--- config.mk ---
export PLATFORM = sky130hd
export DESIGN_NAME = nave_controller
export DESIGN_NICKNAME = d
export VERILOG_FILES = /design/src/rtl/nave_controller_pkg.sv /design/src/rtl/nave_controller_vsync_edge.sv /design/src/rtl/nave_controller.sv
export SDC_FILE = /design/constraint.sdc
export NUM_CORES = 1
export LEC_CHECK = 0
export ABC_CLOCK_PERIOD_IN_PS = 2250
export BUFFER_PORTS_ARGS = -buffer_cell sky130_fd_sc_hd__buf_2
export CAP_MARGIN = 25
export CORE_MARGIN = 3
export CORE_UTILIZATION = 55
export CTS_CLUSTER_SIZE = 20
export DETAILED_ROUTE_END_ITERATION = 6
export PLACE_DENSITY_LB_ADDON = 0.1
export SLEW_MARGIN = 20
export SYNTH_ARGS = -nofsm -noshare
export SYNTH_HDL_FRONTEND = slang
export SYNTH_SLANG_ARGS = --single-unit
--- constraint.sdc ---
create_clock -name clk -period 2.25 [get_ports clk]
set_input_delay 0.225 -clock clk [delete_from_list [all_inputs] [get_ports clk]]
set_output_delay 0.225 -clock clk [all_outputs]
set_load 0.01 [all_outputs]
--- src/rtl/nave_controller_pkg.sv ---
// Shared game package: screen geometry, fire-FSM encoding and the ship
// position update used by the sprite controllers.
package nave_controller_pkg;

    localparam int SCREEN_W = 640;
    localparam int SCREEN_H = 480;

    typedef enum logic [1:0] {
        FIRE_IDLE     = 2'd0,
        FIRE_REQ      = 2'd1,
        FIRE_COOLDOWN = 2'd2
    } fire_state_e;

    // One frame of horizontal movement, computed 11 bits wide so a left step
    // below zero is caught as a borrow instead of wrapping.
    function automatic logic [9:0] next_ship_x(
        input logic [9:0]  x,
        input logic        left,
        input logic        right,
        input logic [10:0] step,
        input logic [10:0] max_x
    );
        logic [10:0] wide_s;
        logic [10:0] sum_s;
        logic [9:0]  res_s;
        wide_s = {1'b0, x};
        sum_s  = wide_s + step;
        res_s  = x;
        if (left && !right) begin
            if (wide_s < step) begin
                res_s = 10'd0;
            end else begin
                res_s = 10'(wide_s - step);
            end
        end else if (right && !left) begin
            if (sum_s > max_x) begin
                res_s = 10'(max_x);
            end else begin
                res_s = 10'(sum_s);
            end
        end else begin
            res_s = x;
        end
        return res_s;
    endfunction

endpackage

--- src/rtl/nave_controller_vsync_edge.sv ---
// Two-flop synchronizer for vertical sync plus a falling-edge detector that
// emits a registered one-cycle frame tick.
module vsync_edge (
    input  logic clk,
    input  logic reset,
    input  logic vsync,
    output logic frame_tick
);

    logic meta_r;
    logic sync_r;
    logic prev_r;
    logic tick_r;

    // Synchronizer chain and edge detector, all cleared by reset.
    always_ff @(posedge clk) begin
        if (!reset) begin
            meta_r <= 1'b0;
            sync_r <= 1'b0;
            prev_r <= 1'b0;
            tick_r <= 1'b0;
        end else begin
            meta_r <= vsync;
            sync_r <= meta_r;
            prev_r <= sync_r;
            tick_r <= prev_r & ~sync_r;
        end
    end

    assign frame_tick = tick_r;

endmodule

--- src/rtl/nave_controller.sv ---
// Player ship controller: per-frame horizontal movement with edge clamping
// and a fire request FSM with frame-based cooldown and auto-fire.
module nave_controller #(
    parameter int SCREEN_W = nave_controller_pkg::SCREEN_W,
    parameter int SHIP_W   = 32,
    parameter int SHIP_Y   = 448,
    parameter int START_X  = 304,
    parameter int STEP     = 4,
    parameter int COOLDOWN = 15
) (
    input  logic       clk,
    input  logic       reset,
    input  logic       vsync,
    input  logic       btn_left,
    input  logic       btn_right,
    input  logic       btn_fire,
    input  logic       fire_ack,
    output logic [9:0] sprite_x,
    output logic [9:0] sprite_y,
    output logic       fire_req,
    output logic [9:0] shot_x,
    output logic [9:0] shot_y,
    output logic       frame_tick
);

    import nave_controller_pkg::*;

    localparam logic [10:0] MAX_X_C    = 11'(SCREEN_W - SHIP_W);
    localparam logic [10:0] STEP_C     = 11'(STEP);
    localparam logic [9:0]  START_X_C  = 10'(START_X);
    localparam logic [9:0]  SHIP_Y_C   = 10'(SHIP_Y);
    localparam logic [9:0]  HALF_W_C   = 10'(SHIP_W / 2);
    localparam logic [9:0]  SHOT_Y_C   = 10'(SHIP_Y - 1);
    localparam logic [7:0]  COOLDOWN_C = 8'(COOLDOWN);

    logic [2:0]  btn_meta_r;
    logic [2:0]  btn_sync_r;
    logic        frame_tick_s;
    logic        left_s;
    logic        right_s;
    logic        fire_s;

    fire_state_e state_r;
    fire_state_e state_next_s;
    logic [7:0]  cnt_r;
    logic [7:0]  cnt_next_s;
    logic        latch_shot_s;
    logic        fire_req_r;
    logic [9:0]  sprite_x_r;
    logic [9:0]  shot_x_r;
    logic [9:0]  shot_y_r;

    vsync_edge u_vsync_edge (
        .clk        (clk),
        .reset      (reset),
        .vsync      (vsync),
        .frame_tick (frame_tick_s)
    );

    // Button synchronizers: {fire, right, left}.
    always_ff @(posedge clk) begin
        if (!reset) begin
            btn_meta_r <= 3'b000;
            btn_sync_r <= 3'b000;
        end else begin
            btn_meta_r <= {btn_fire, btn_right, btn_left};
            btn_sync_r <= btn_meta_r;
        end
    end

    assign left_s  = btn_sync_r[0];
    assign right_s = btn_sync_r[1];
    assign fire_s  = btn_sync_r[2];

    // Fire FSM next-state logic; an expiring cooldown with fire still held
    // re-arms on the same tick so auto-fire repeats every COOLDOWN+1 frames.
    always_comb begin
        state_next_s = state_r;
        cnt_next_s   = cnt_r;
        latch_shot_s = 1'b0;
        case (state_r)
            FIRE_IDLE: begin
                if (frame_tick_s && fire_s) begin
                    state_next_s = FIRE_REQ;
                    latch_shot_s = 1'b1;
                end else begin
                    state_next_s = FIRE_IDLE;
                end
            end
            FIRE_REQ: begin
                if (fire_ack) begin
                    state_next_s = FIRE_COOLDOWN;
                    cnt_next_s   = COOLDOWN_C;
                end else begin
                    state_next_s = FIRE_REQ;
                end
            end
            FIRE_COOLDOWN: begin
                if (frame_tick_s) begin
                    if (cnt_r == 8'd0) begin
                        if (fire_s) begin
                            state_next_s = FIRE_REQ;
                            latch_shot_s = 1'b1;
                        end else begin
                            state_next_s = FIRE_IDLE;
                        end
                    end else begin
                        cnt_next_s = cnt_r - 8'd1;
                    end
                end else begin
                    state_next_s = FIRE_COOLDOWN;
                end
            end
            default: begin
                state_next_s = FIRE_IDLE;
                cnt_next_s   = 8'd0;
            end
        endcase
    end

    // State, counter, request flag, shot coordinates and ship position.
    always_ff @(posedge clk) begin
        if (!reset) begin
            state_r    <= FIRE_IDLE;
            cnt_r      <= 8'd0;
            fire_req_r <= 1'b0;
            shot_x_r   <= 10'd0;
            shot_y_r   <= 10'd0;
            sprite_x_r <= START_X_C;
        end else begin
            state_r    <= state_next_s;
            cnt_r      <= cnt_next_s;
            fire_req_r <= (state_next_s == FIRE_REQ);
            if (latch_shot_s) begin
                shot_x_r <= sprite_x_r + HALF_W_C;
                shot_y_r <= SHOT_Y_C;
            end
            if (frame_tick_s) begin
                sprite_x_r <= next_ship_x(sprite_x_r, left_s, right_s, STEP_C, MAX_X_C);
            end
        end
    end

    assign sprite_x   = sprite_x_r;
    assign sprite_y   = SHIP_Y_C;
    assign fire_req   = fire_req_r;
    assign shot_x     = shot_x_r;
    assign shot_y     = shot_y_r;
    assign frame_tick = frame_tick_s;

endmodule

== After elaboration in Yosys (flattened, before gate mapping) ==
Cells that the tools add are included.

* Register bits: 42
* Bits of input ports: 7
* Output and inout port bits: 42
* Word-level logic and storage cells: 56

* Add/sub/neg operators: 4
* Order comparisons: 2
* Eq/ne operators: 6
* Mux-type cells: 19
* Bitwise operators: 3
* Reduce and logical (&&, ||, !) cells: 10

{| class="wikitable"
|+ Operators by type and width
! cell !! number
|-
| two-way mux 10 bit || 4
|-
| two-way mux 8 bit || 3
|-
| one-hot mux 8 bit (3 select lines) || 1
|-
| adder 10 x 3 -> 11 bit (second input constant) || 1
|-
| greater-than comparator 11 x 10 -> 1 bit (second input constant) || 1
|-
| adder 10 x 5 -> 10 bit (second input constant) || 1
|-
| < comparator 10 x 3 -> 1 bit (second input constant) || 1
|-
| subtractor 10 x 3 -> 10 bit (second input constant) || 1
|-
| zero test 8 bit || 1
|-
| subtractor 8 x 1 -> 8 bit (second input constant) || 1
|-
| two-way mux 1 bit || 6
|-
| two-way mux 2 bit || 3
|-
| one-hot mux 2 bit (3 select lines) || 1
|-
| == test 2 x 1 -> 1 bit (second input constant) || 2
|-
| != test 2 bit (second input constant) || 2
|-
| AND reduction 4 bit || 1
|-
| logical AND 1 bit || 3
|-
| == test 2 bit (second input constant) || 1
|-
| zero test 1 bit || 2
|-
| zero test 2 bit || 1
|-
| != test 2 x 1 -> 1 bit (second input constant) || 1
|-
| inverter 1 bit || 2
|-
| one-hot mux 1 bit (2 select lines) || 1
|-
| AND reduction 2 bit || 1
|-
| other kinds (2) || 2
|}

== Logic depth before layout (Yosys ltp) ==
Gate-level depths: netlist of run 1.

* Word-level depth: 5
* Mapped depth: 8
* Mapped depth without buffers: 7

== Cells and area by module ==
From an unflattened synthesis of run 1, not the netlist that was laid out.

* Cells, all modules: 284
* Area, all modules: 2369.8 sq um

{| class="wikitable"
|+ By module, submodules not included
! module !! instances !! cells an instance !! area each (sq um) !! seq. area each (sq um)
|-
| nave_controller || 1 || 276 || 2258.4 || 680.7
|-
| vsync_edge || 1 || 8 || 111.4 || 80.1
|}

== Worst setup path before layout of run 1 ==
OpenSTA, ideal clock, no wires.

* Path kind: reg-to-reg
* Start: register sprite_x_r[4] (netlist: sprite_x[4])
* End: register sprite_x_r[2] (netlist: sprite_x[2])
* Library setup time: 0.117 ns
* Arrival time: 1.738 ns
* Required time: 2.133 ns
* Setup slack: 0.395 ns
* Stages on the path, launching flop included: 7
* Path buffers: 0
* Period minus slack after synthesis: 1.855 ns
* Path through: dfxtp_1 -> ha_1 -> nand4_1 -> mux2i_1 -> and3_4 -> a211o_1 -> a32o_1

* Cells in the longest elaborated chain, start to end: 5
* Elaborated cells between the ends (all ways): 7
* Those cells by class: 1 x add/sub; 2 x order compare; 4 x mux

{| class="wikitable"
|+ Ends and longest elaborated chain
! element !! line !! text
|-
| start, declared || nave_controller.sv:49 || <nowiki>logic [9:0] sprite_x_r;</nowiki>
|-
| start signal, assigned || nave_controller.sv:139 || <nowiki>sprite_x_r <= next_ship_x(sprite_x_r, left_s, right_s, STEP_C, MAX_X_C);</nowiki>
|-
| adder 10 x 3 -> 11 bit || nave_controller_pkg.sv:27 || <nowiki>sum_s = wide_s + step;</nowiki>
|-
| greater-than comparator 11 x 10 -> 1 bit || nave_controller_pkg.sv:36 || <nowiki>if (sum_s > max_x) begin</nowiki>
|-
| two-way mux 10 bit || nave_controller_pkg.sv:36 ||
|-
| two-way mux 10 bit || nave_controller_pkg.sv:35 || <nowiki>end else if (right && !left) begin</nowiki>
|-
| two-way mux 10 bit * || nave_controller_pkg.sv:29 || <nowiki>if (left && !right) begin</nowiki>
|}

Mark *: on every way between the ends. The rest lies on a longest branch, timed or not. The select of a mux whose other input is x is not followed.
A chain may end at the register's enable or synchronous reset.

== Worst setup path after layout of run 1 ==
* Start: register cnt_r[1]
* End: register cnt_r[4]

* Cells in the longest elaborated chain, start to end: 4
* Elaborated cells between the ends (all ways): 7
* Those cells by class: 1 x add/sub; 1 x eq/ne; 3 x mux; 2 x reduce/logical

{| class="wikitable"
|+ Ends and longest elaborated chain
! element !! line !! text
|-
| start, declared || nave_controller.sv:45 || <nowiki>logic [7:0] cnt_r;</nowiki>
|-
| start signal, assigned || nave_controller.sv:132 || <nowiki>cnt_r <= cnt_next_s;</nowiki>
|-
| subtractor 8 x 1 -> 8 bit || nave_controller.sv:108 || <nowiki>cnt_next_s = cnt_r - 8'd1;</nowiki>
|-
| two-way mux 8 bit || nave_controller.sv:100 || <nowiki>if (cnt_r == 8'd0) begin</nowiki>
|-
| two-way mux 8 bit || nave_controller.sv:99 || <nowiki>if (frame_tick_s) begin</nowiki>
|-
| one-hot mux 8 bit (3 select lines) || nave_controller.sv:81 || <nowiki>case (state_r)</nowiki>
|}

Several ways; a longest one is shown, not always the timed one. The select of a mux whose other input is x is not followed.

==> results_dict.tcl, run 1 <==
set metrics [dict create \
    routed_via_density 5.56 \
    fin_cells 350 \
    dieArea_mm2 0.00505 \
    hold_path_end "u_vsync_edge.meta_r" \
    initial_utilization_pct 57.8 \
    power_mw 1.44 \
    peakVddDrop_v 0.000528 \
    r2r_cells 7 \
    finalMaxSlewViolations 0 \
    synth_edf_count 0 \
    die_w_um 71.1 \
    place_ws_ns 0.270 \
    cts_resized 0 \
    cts_tree "done" \
    post-route-period-util_pct 88.3 \
    grt_max_degree 25 \
    num_io_pins 49 \
    ys_seq_area_share_pct 32.7 \
    hp-start "vsync" \
    synth_seq_cells 38 \
    cap_violations 0 \
    yosys.area.top_type_share_pct 32.7 \
    place_hpwl_mm 3.28 \
    groute.layer.met2.usage_pct 29.1 \
    wl_per_cell_um 13.3 \
    synth_ff_type "dfxtp_1" \
    vias 1946 \
    layout_common_cells "dfxtp_1, buf_2, nand2_1, a21oi_1, conb_1" \
    fin_area_mm2 0.00254 \
    grt_use_total_pct 18.6 \
    dp_cells 342 \
    syn_inst 276 \
    tns_ns 0 \
    synthTopCellsByArea "dfxtp_1, buf_4, ha_1, a21oi_1, nand2_1" \
    worstPathMaxFanout 12 \
    arrival_ns 2.22 \
    use_met1_pct 25.5 \
    finalCoreUtilization_pct 63.1 \
    root_buffer "clkbuf_8" \
    relSlewSlack_pct 66.2 \
    r2r_setup_slack_ns 0.26 \
    path_class "flop to flop" \
    yosysTopAreaCell "dfxtp_1" \
    drtIter0Drc 123 \
    nFillCells 356 \
    leakage_nw 1.16 \
    worstMarginPinSlew_ns 0.507 \
    busiest_layer "met2" \
    use_met3_pct 4.55 \
    cts_hold_buf 0 \
    nets 318 \
    numCtsBuffers 5 \
    cp-end-kind "flop" \
    r2r-start "cnt_r[1]" \
    crit_chain "inv_1 > ha_1 > nor3b_1 > a21o_1 > a21o_1 > or4b_1 > a21oi_1" \
    coreArea_mm2 0.00403 \
    die_y_um 71.1 \
    place_congestion 0.847 \
    fin_skew_ns 0.00961 \
    slowest_delay_ns 0.49 \
    worstPathRequired_ns 2.48 \
    drtAntennaViolNets 0 \
    cts.clk_slew.worst_paths_ns 0.09 \
    finalWorstSetupSlack_ns 0.263 \
    cts_sinks 38 \
    ys_warn_count 0 \
    hold_path_class "input port to flop" \
    setup_viol 0 \
    clk_latency_ns 0.29 \
    p_per_area_mw_per_mm2 568 \
    routed_wl_mm 4.65 \
    antenna_found_initial 0 \
    period_needed_ns 1.99 \
    syn_area_mm2 0.00233 \
    crit_top_cell "a21o_1" \
    yosysUniqueCellTypes 53 \
    fmaxAchievable_mhz 503 \
    drc 0 \
    portBuffers 32 \
    grt_pass1_vias 1647 \
    final_common_cell "dfxtp_1" \
    syn_area_per_cell_um2 8.43 \
    drive_above_1_share_pct 18.3 \
    cts-htree-levels 2 \
    r2r_end "cnt_r[4]" \
    async_reset_ff_share_pct 0 \
    cts_setup_buffers 0 \
    status "finished clean" \
    first_pass_iters 4 \
    cpMaxStageDelayCell "or4b_1" \
    hold_viol_final 0 \
    dpl-instance-area_mm2 0.00240 \
    hold_depth 2 \
    rsz0062_at_grt "no" \
    crit_path_start_kind "flop" \
    grt_pass1_wl_mm 7.60 \
    globalRouteOverflowTotal 0 \
    clk_path_buf_depth 2 \
    antenna_cells 0 \
    fp-row-count 23 \
    hold_slack_ns 0.141 \
    area_growth_pct 9.25 \
]
-- per-layer routing --
layer / vias up / wire length [um]
li1: 976 / -
met1: 902 / 2280
met2: 66 / 2060
met3: 2 / 281
met4: 0 / 24
met5: - / 0
-- state kept, by name, indices dropped and copies added, names as in the netlist --
| signal | cells |
|---|---|
| state_r | 2 |
| sprite_x | 8 |
| u_vsync_edge.meta_r | 1 |
| u_vsync_edge.sync_r | 1 |
| u_vsync_edge.frame_tick | 1 |
| shot_y | 1 |
| shot_x | 8 |
| btn_meta_r | 3 |
| btn_sync_r | 3 |
| u_vsync_edge.prev_r | 1 |
| fire_req | 1 |
| cnt_r | 8 |
-- cells in the mapped netlist (2+ instances only) --
library cell   n
nand3_1        8
buf_2          2
or4_1          2
nor3b_1        2
a21o_1         3
or3_1          3
o31ai_1        2
a221oi_1       2
and3b_1        2
nor2b_1        4
xor2_1         5
a31oi_1        2
conb_1         2
nor2_1        13
nand4_1        4
dfxtp_1       38
xnor2_1        3
nand2b_1       6
clkbuf_1       7
nor4_1         2
inv_1         12
a21boi_0       3
nand2_1       23
o21ai_0       15
ha_1          12
nor3_1         2
buf_4         28
a21oi_1       18
o21a_1         5
o211a_1        6
a32oi_1        2
o211ai_1       2
mux2i_1        5
and2_1        11
nand3_2        2
-- logic make-up (layout without fill, tap and decap cells) --
kind of cell,count (synthesis),after routing,synth area share (%)
xor gates and xnor gates,8,8,3.01
and+or+nand+nor,91,91,21.8
other,2,16,0.323
DFF,38,38,32.7
adders and majority gates,12,12,6.45
AOI/OAI and AO/OA,70,70,20.6
buffers and inverters,50,60,13.0
muxes,5,5,2.15
-- where the power goes --
| group | switching [mW] | internal, mW |
|---|---|---|
| combinational | 0.0384 | 0.0195 |
| sequential | 0.00380 | 0.681 |
| clock | 0.258 | 0.444 |
| total | 0.300 | 1.14 |
-- critical path: cells and delay by family, from the launching register on --
| kind | cells | cell delay, ns |
|---|---|---|
| AO/OA/AOI/OAI | 3 | 0.66 |
| adder cells (fa/ha/maj) | 1 | 0.18 |
| buffers and inverters | 1 | 0.08 |
| flip-flops | 1 | 0.36 |
| AND/OR/NAND/NOR | 2 | 0.65 |
-- worst max-delay path by stage --
stage                 from           to  slack [ns]  depth (start not counted)
5_1_grt           cnt_r[1]     cnt_r[4]        0.11                          7
4_1_cts           cnt_r[0]     cnt_r[6]        0.25                          7
3_5_place_dp      cnt_r[0]     cnt_r[6]        0.27                          7
6_report          cnt_r[1]     cnt_r[4]        0.26                          7
2_1_floorplan  sprite_x[4]  sprite_x[2]        0.39                          6
3_3_place_gp      cnt_r[0]     cnt_r[6]        0.33                          7
-- area by class of cell --
type,instances,area (um2),area share (%)
clock buffers,5,68.8,2.71
clock inverters,3,68.8,2.71
inverters,12,45.0,1.77
multi-input cells,202,1320,51.8
flip-flops and latches,38,761,29.9
well taps,50,62.6,2.46
repair buffers,40,220,8.66
Power figures use the tool's default switching activity.
==> run 2: changes to the inputs <==
--- a/config.mk
+++ b/config.mk
@@ -8,11 +8,14 @@
 export ABC_CLOCK_PERIOD_IN_PS = 2250
 export BUFFER_PORTS_ARGS = -buffer_cell sky130_fd_sc_hd__buf_2
 export CAP_MARGIN = 25
-export CORE_MARGIN = 3
-export CORE_UTILIZATION = 55
+export CELL_PAD_IN_SITES_DETAIL_PLACEMENT = 1
+export CELL_PAD_IN_SITES_GLOBAL_PLACEMENT = 1
+export CORE_MARGIN = 1
+export CORE_UTILIZATION = 40
 export CTS_CLUSTER_SIZE = 20
 export DETAILED_ROUTE_END_ITERATION = 6
 export PLACE_DENSITY_LB_ADDON = 0.1
+export SETUP_SLACK_MARGIN = 0.05
 export SLEW_MARGIN = 20
 export SYNTH_ARGS = -nofsm -noshare
 export SYNTH_HDL_FRONTEND = slang
==> run 2 against run 1 <==
Effect of this change:
- non-clock buffer count up 2
- die area up 21%
- critical path depth unchanged
- clock-buffer cell count unchanged
- worst setup slack worse by 0.0057 ns
- sequential cell count unchanged
- largest cell class unchanged
==> results_dict.tcl, run 2 (synthesized netlist as in run 1, its figures left out) <==
set metrics [dict create \
    status "finished clean" \
    drive_above_1_share_pct 18.9 \
    r2r_cells 7 \
    setup.worst_path.end "cnt_r[4]" \
    hold_viol_final 0 \
    final_common_cell "dfxtp_1" \
    crit_path_start_kind "flop" \
    cpMaxStageDelayCell "or4b_1" \
    period_needed_ns 1.99 \
    nets 320 \
    worstPathMaxFanout 12 \
    antenna_cells 0 \
    cts.clk_slew.worst_paths_ns 0.09 \
    layout_common_cells "dfxtp_1, buf_2, nand2_1, a21oi_1, conb_1" \
    place_congestion 0.801 \
    setup_viol 0 \
    drc 0 \
    finalMaxSlewViolations 0 \
    crit_top_cell "a21o_1" \
    cap_violations 0 \
    cts_setup_buffers 0 \
    critPathBufInv 1 \
    place_hpwl_mm 3.89 \
    area_growth_pct 11.1 \
    dieArea_mm2 0.00613 \
    peakVddDrop_v 0.000407 \
    grt_max_degree 23 \
    fin_skew_ns 0.0122 \
    routed_wl_mm 5.36 \
    hold_path_class "input port to flop" \
    root_buffer "clkbuf_8" \
    cts_tree "done" \
    num_io_pins 49 \
    numCtsBuffers 5 \
    cts-htree-levels 2 \
    arrival_ns 2.23 \
    portBuffers 32 \
    crit_chain "inv_1 > ha_1 > nor3b_1 > a21o_1 > a21o_1 > or4b_1 > a21oi_1" \
    worstMarginPinSlew_ns 0.489 \
    crit_family "compound AO/OA/AOI/OAI gates" \
    cp-end-kind "flop" \
    vias 1949 \
    rsz0062_at_grt "no" \
    fmaxAchievable_mhz 502 \
    antenna_found_initial 0 \
    relSlewSlack_pct 67.0 \
    cts_hold_buf 0 \
    path_class "flop to flop" \
    startpoint "cnt_r[0]" \
    cts_sinks 38 \
    grt_pass1_wl_mm 9.20 \
    drtIter0Drc 62 \
    globalRouteOverflowTotal 0 \
    drtAntennaViolNets 0 \
    p_per_area_mw_per_mm2 565 \
    finalCoreUtilization_pct 46.7 \
    fp-row-count 27 \
    grt_use_total_pct 19.2 \
    clk_path_buf_depth 2 \
    r2r_end "cnt_r[4]" \
    power_mw 1.46 \
    leakage_nw 1.17 \
    r2r_setup_slack_ns 0.26 \
    post-route-period-util_pct 88.6 \
    place_ws_ns 0.261 \
    routed_via_density 5.21 \
    r2r-start "cnt_r[0]" \
    tns_ns 0 \
    die_w_um 78.3 \
    grt_pass1_vias 1902 \
    coreArea_mm2 0.00554 \
    first_pass_iters 4 \
    initial_utilization_pct 42.0 \
    die_y_um 78.3 \
    finalWorstSetupSlack_ns 0.257 \
    worstPathRequired_ns 2.49 \
    cts_resized 0 \
    clk_latency_ns 0.30 \
    slowest_delay_ns 0.50 \
    crit_cells 7 \
    wl_per_cell_um 14.3 \
]
-- run 2: cell types whose count changed in the layout (fill, tap and decap cells not counted) --
cell	delta
buf_4	+2
-- run 2: final cells by class --
type	count	area, um2
clock buffer	5	68.8
clock inverter	3	68.8
fill	693	2960
inverter	12	45.0
multi-input combinational	202	1320
sequential	38	761
tap	72	90.1
timing repair buffer	42	235
-- run 2: layer usage --
metal	track usage [%]	vias up	wire [um]
met5	0	-	0
met1	25.6	923	2680
met4	6.11	0	63
met3	4.42	7	211
li1	-	977	-
met2	30.4	42	2400
-- run 2: worst min path at each step --
stage	from	endpoint	slack [ns]	cells past startpoint
4_1_cts	btn_fire	btn_meta_r[2]	0.12	2
3_5_place_dp	u_vsync_edge.meta_r	u_vsync_edge.sync_r	0.43	1
2_1_floorplan	btn_left	btn_meta_r[0]	0.35	1
5_1_grt	btn_left	btn_meta_r[0]	0.13	2
6_report	btn_fire	btn_meta_r[2]	0.13	2
3_3_place_gp	btn_meta_r[0]	btn_sync_r[0]	0.42	1
-- run 2: worst register-to-register path: stages, from the launching register on --
cell and delay (ns):
dfxtp_1 0.34, inv_1 0.09, ha_1 0.19, nor3b_1 0.15, a21o_1 0.22, a21o_1 0.31
or4b_1 0.50, a21oi_1 0.14
-- run 2: metrics by stage --
stage	hold slack (ns)	cells	area (um2)
CTS	0.122	374	2580
global placement	0.423	366	2450
detailed placement	0.426	366	2450
global route	0.134	374	2580
finish	0.130	374	2580
floorplan	0.352	290	2380
-- run 2: report_power, final --
| part | switching [mW] | internal, mW | total [mW] |
|---|---|---|---|
| combinational | 0.0403 | 0.0205 | 0.0608 |
| sequential | 0.00376 | 0.681 | 0.684 |
| clock | 0.270 | 0.445 | 0.715 |
| total | 0.314 | 1.15 | 1.46 |
==> run 3: changes to the inputs <==
--- a/config.mk
+++ b/config.mk
@@ -5,13 +5,14 @@
 export SDC_FILE = /design/constraint.sdc
 export NUM_CORES = 1
 export LEC_CHECK = 0
-export ABC_CLOCK_PERIOD_IN_PS = 2250
+export ABC_CLOCK_PERIOD_IN_PS = 2300
 export BUFFER_PORTS_ARGS = -buffer_cell sky130_fd_sc_hd__buf_2
 export CAP_MARGIN = 25
 export CELL_PAD_IN_SITES_DETAIL_PLACEMENT = 1
 export CELL_PAD_IN_SITES_GLOBAL_PLACEMENT = 1
 export CORE_MARGIN = 1
-export CORE_UTILIZATION = 40
+export CORE_UTILIZATION = 45
+export CTS_BUF_LIST = sky130_fd_sc_hd__clkbuf_2
 export CTS_CLUSTER_SIZE = 20
 export DETAILED_ROUTE_END_ITERATION = 6
 export PLACE_DENSITY_LB_ADDON = 0.1
==> constraint.sdc (replaced) <==
create_clock -name clk -period 2.3 [get_ports clk]
set_input_delay 0.23 -clock clk [delete_from_list [all_inputs] [get_ports clk]]
set_output_delay 0.23 -clock clk [all_outputs]
set_load 0.01 [all_outputs]
==> run 3 against run 2 <==
Effect of this change:
- sequential share of layout area increased by 1.0 points
- clock power is 58% lower
- final area shrank 3.4%
- routed wire length decreased by 1.1%
- fmax is 3.2% lower
- utilization is 4.9 points higher
- sequential cell count did not move
- sequential power shrank 2%
- power is 29% lower
- die area decreased by 11%
- clock-buffer cell count stayed put
- critical endpoint is now sprite_x[2]
- largest cell class unchanged
- largest power group is now registers
==> results_dict.tcl, run 3 (synthesized netlist as in run 1, its figures left out) <==
set metrics [dict create \
    post-route-period-util_pct 89.5 \
    setup_viol 0 \
    hold_viol_final 0 \
    finalMaxSlewViolations 0 \
    hold_path_class "input port to flop" \
    cts_sinks 38 \
    clk_path_buf_depth 2 \
    arrival_ns 2.39 \
    worstPathRequired_ns 2.63 \
    fp-row-count 25 \
    p_per_area_mw_per_mm2 413 \
    cts_resized 0 \
    critPathBufInv 0 \
    slowest_delay_ns 0.52 \
    antenna_cells 0 \
    status "finished clean" \
    nets 321 \
    cp-end-kind "flop" \
    layout_common_cells "dfxtp_1, buf_2, nand2_1, a21oi_1, conb_1" \
    grt_use_total_pct 20.7 \
    routed_wl_mm 5.29 \
    seqPwrFrac_pct 65.2 \
    dieArea_mm2 0.00546 \
    hold_slack_ns 0.0294 \
    antenna_found_initial 0 \
    tns_ns 0 \
    peakVddDrop_v 0.000321 \
    worstPathMaxFanout 9 \
    cts_tree "done" \
    clk_latency_ns 0.41 \
    grt_max_degree 20 \
    cts.clk_slew.worst_paths_ns 0.21 \
    cts-htree-levels 2 \
    vias 2004 \
    fin_skew_ns 0.0243 \
    power_frac_comb_pct 5.9 \
    initial_utilization_pct 48.0 \
    die_w_um 73.9 \
    crit_chain "ha_1 > nand4_1 > mux2i_1 > and3_4 > a211o_1 > a32o_1" \
    first_pass_iters 4 \
    share_clk_of_total_power_pct 28.9 \
    period_needed_ns 2.06 \
    cts_hold_buf 0 \
    grt_pass1_vias 1789 \
    crit_family "compound AO/OA/AOI/OAI gates" \
    internal-power_mw 0.760 \
    num_io_pins 49 \
    leakage_nw 1.13 \
    cts_setup_buffers 0 \
    relSlewSlack_pct 64.6 \
    swShare_pct 26.3 \
    area_growth_pct 7.31 \
    grt_pass1_wl_mm 8.56 \
    routed_via_density 5.42 \
    path_class "flop to flop" \
    crit_path_start_kind "flop" \
    cap_violations 0 \
    globalRouteOverflowTotal 0 \
    cpMaxStageDelayCell "dfxtp_1" \
    coreArea_mm2 0.00485 \
    nFillCells 611 \
    rsz0062_at_grt "no" \
    root_buffer "clkbuf_2" \
    drtIter0Drc 78 \
    drc 0 \
    portBuffers 32 \
    die_y_um 73.9 \
    numCtsBuffers 5 \
    place_hpwl_mm 3.97 \
    place_congestion 0.782 \
    switchingPower_mw 0.272 \
    wl_per_cell_um 14.3 \
    drive_above_1_share_pct 17.8 \
    final_common_cell "dfxtp_1" \
    drtAntennaViolNets 0 \
    fmaxAchievable_mhz 486 \
    worstMarginPinSlew_ns 0.525 \
]
[run 3: cell count changes in the layout (fill, tap and decap cells not counted), sizes merged]
| cell | delta |
|---|---|
| dlygate4sd3 | +3 |
| bufinv | -2 |
| buf | -2 |
| clkinvlp | +1 |
| clkinv | +1 |
[run 3: cell type report]
class                           instances  area (um2)  share of cell area, %
Clock buffer                            5        25.0                   1.00
Clock inverter                          3        16.3                  0.651
Inverter                               12        45.0                   1.80
Multi-Input combinational cell        202        1320                   52.7
Sequential cell                        38         761                   30.5
Tap cell                               67        83.8                   3.36
Timing Repair Buffer                   43         250                   10.0
[run 3: through the flow]
step           utilization [%]  power (mW)  cells  setup WS, ns  area (um2)
2_1_floorplan                -       0.748    290         0.445        2380
3_3_place_gp              50.0       0.742    359         0.352        2430
3_5_place_dp              50.0       0.743    359         0.289        2430
4_1_cts                   50.9        1.04    367         0.258        2470
5_1_grt                   51.5        1.08    370         0.126        2500
6_report                  51.5        1.03    370         0.242        2500
[run 3: power groups by stage]
stage	clock (mW)	combinational [mW]	sequential, mW
after CTS	0.315	0.0574	0.673
after detailed placement	0	0.0572	0.686
after floorplan	0	0.0634	0.684
final	0.298	0.0613	0.672
after global routing	0.337	0.0699	0.674
after global placement	0	0.0566	0.685
[run 3: path summary, 6_finish.rpt]
kind	startpoint	endpoint	slack, ns	cells after the start
setup / recovery	sprite_x[4]	sprite_x[2]	0.24	6
hold / removal	btn_left	btn_meta_r[0]	0.03	2
setup reg to reg	sprite_x[4]	sprite_x[2]	0.24	6
hold reg to reg	btn_meta_r[0]	btn_sync_r[0]	0.43	1
[run 3: layer usage]
| layer | share of wire, % | vias up | wire (um) | track usage (%) |
|---|---|---|---|---|
| met5 | 0 | - | 0 | 0 |
| met4 | 1.5 | 0 | 82 | 8.12 |
| met3 | 4.4 | 11 | 232 | 4.80 |
| met2 | 46 | 58 | 2430 | 32.4 |
| met1 | 48 | 954 | 2550 | 27.6 |
| li1 | - | 981 | - | - |
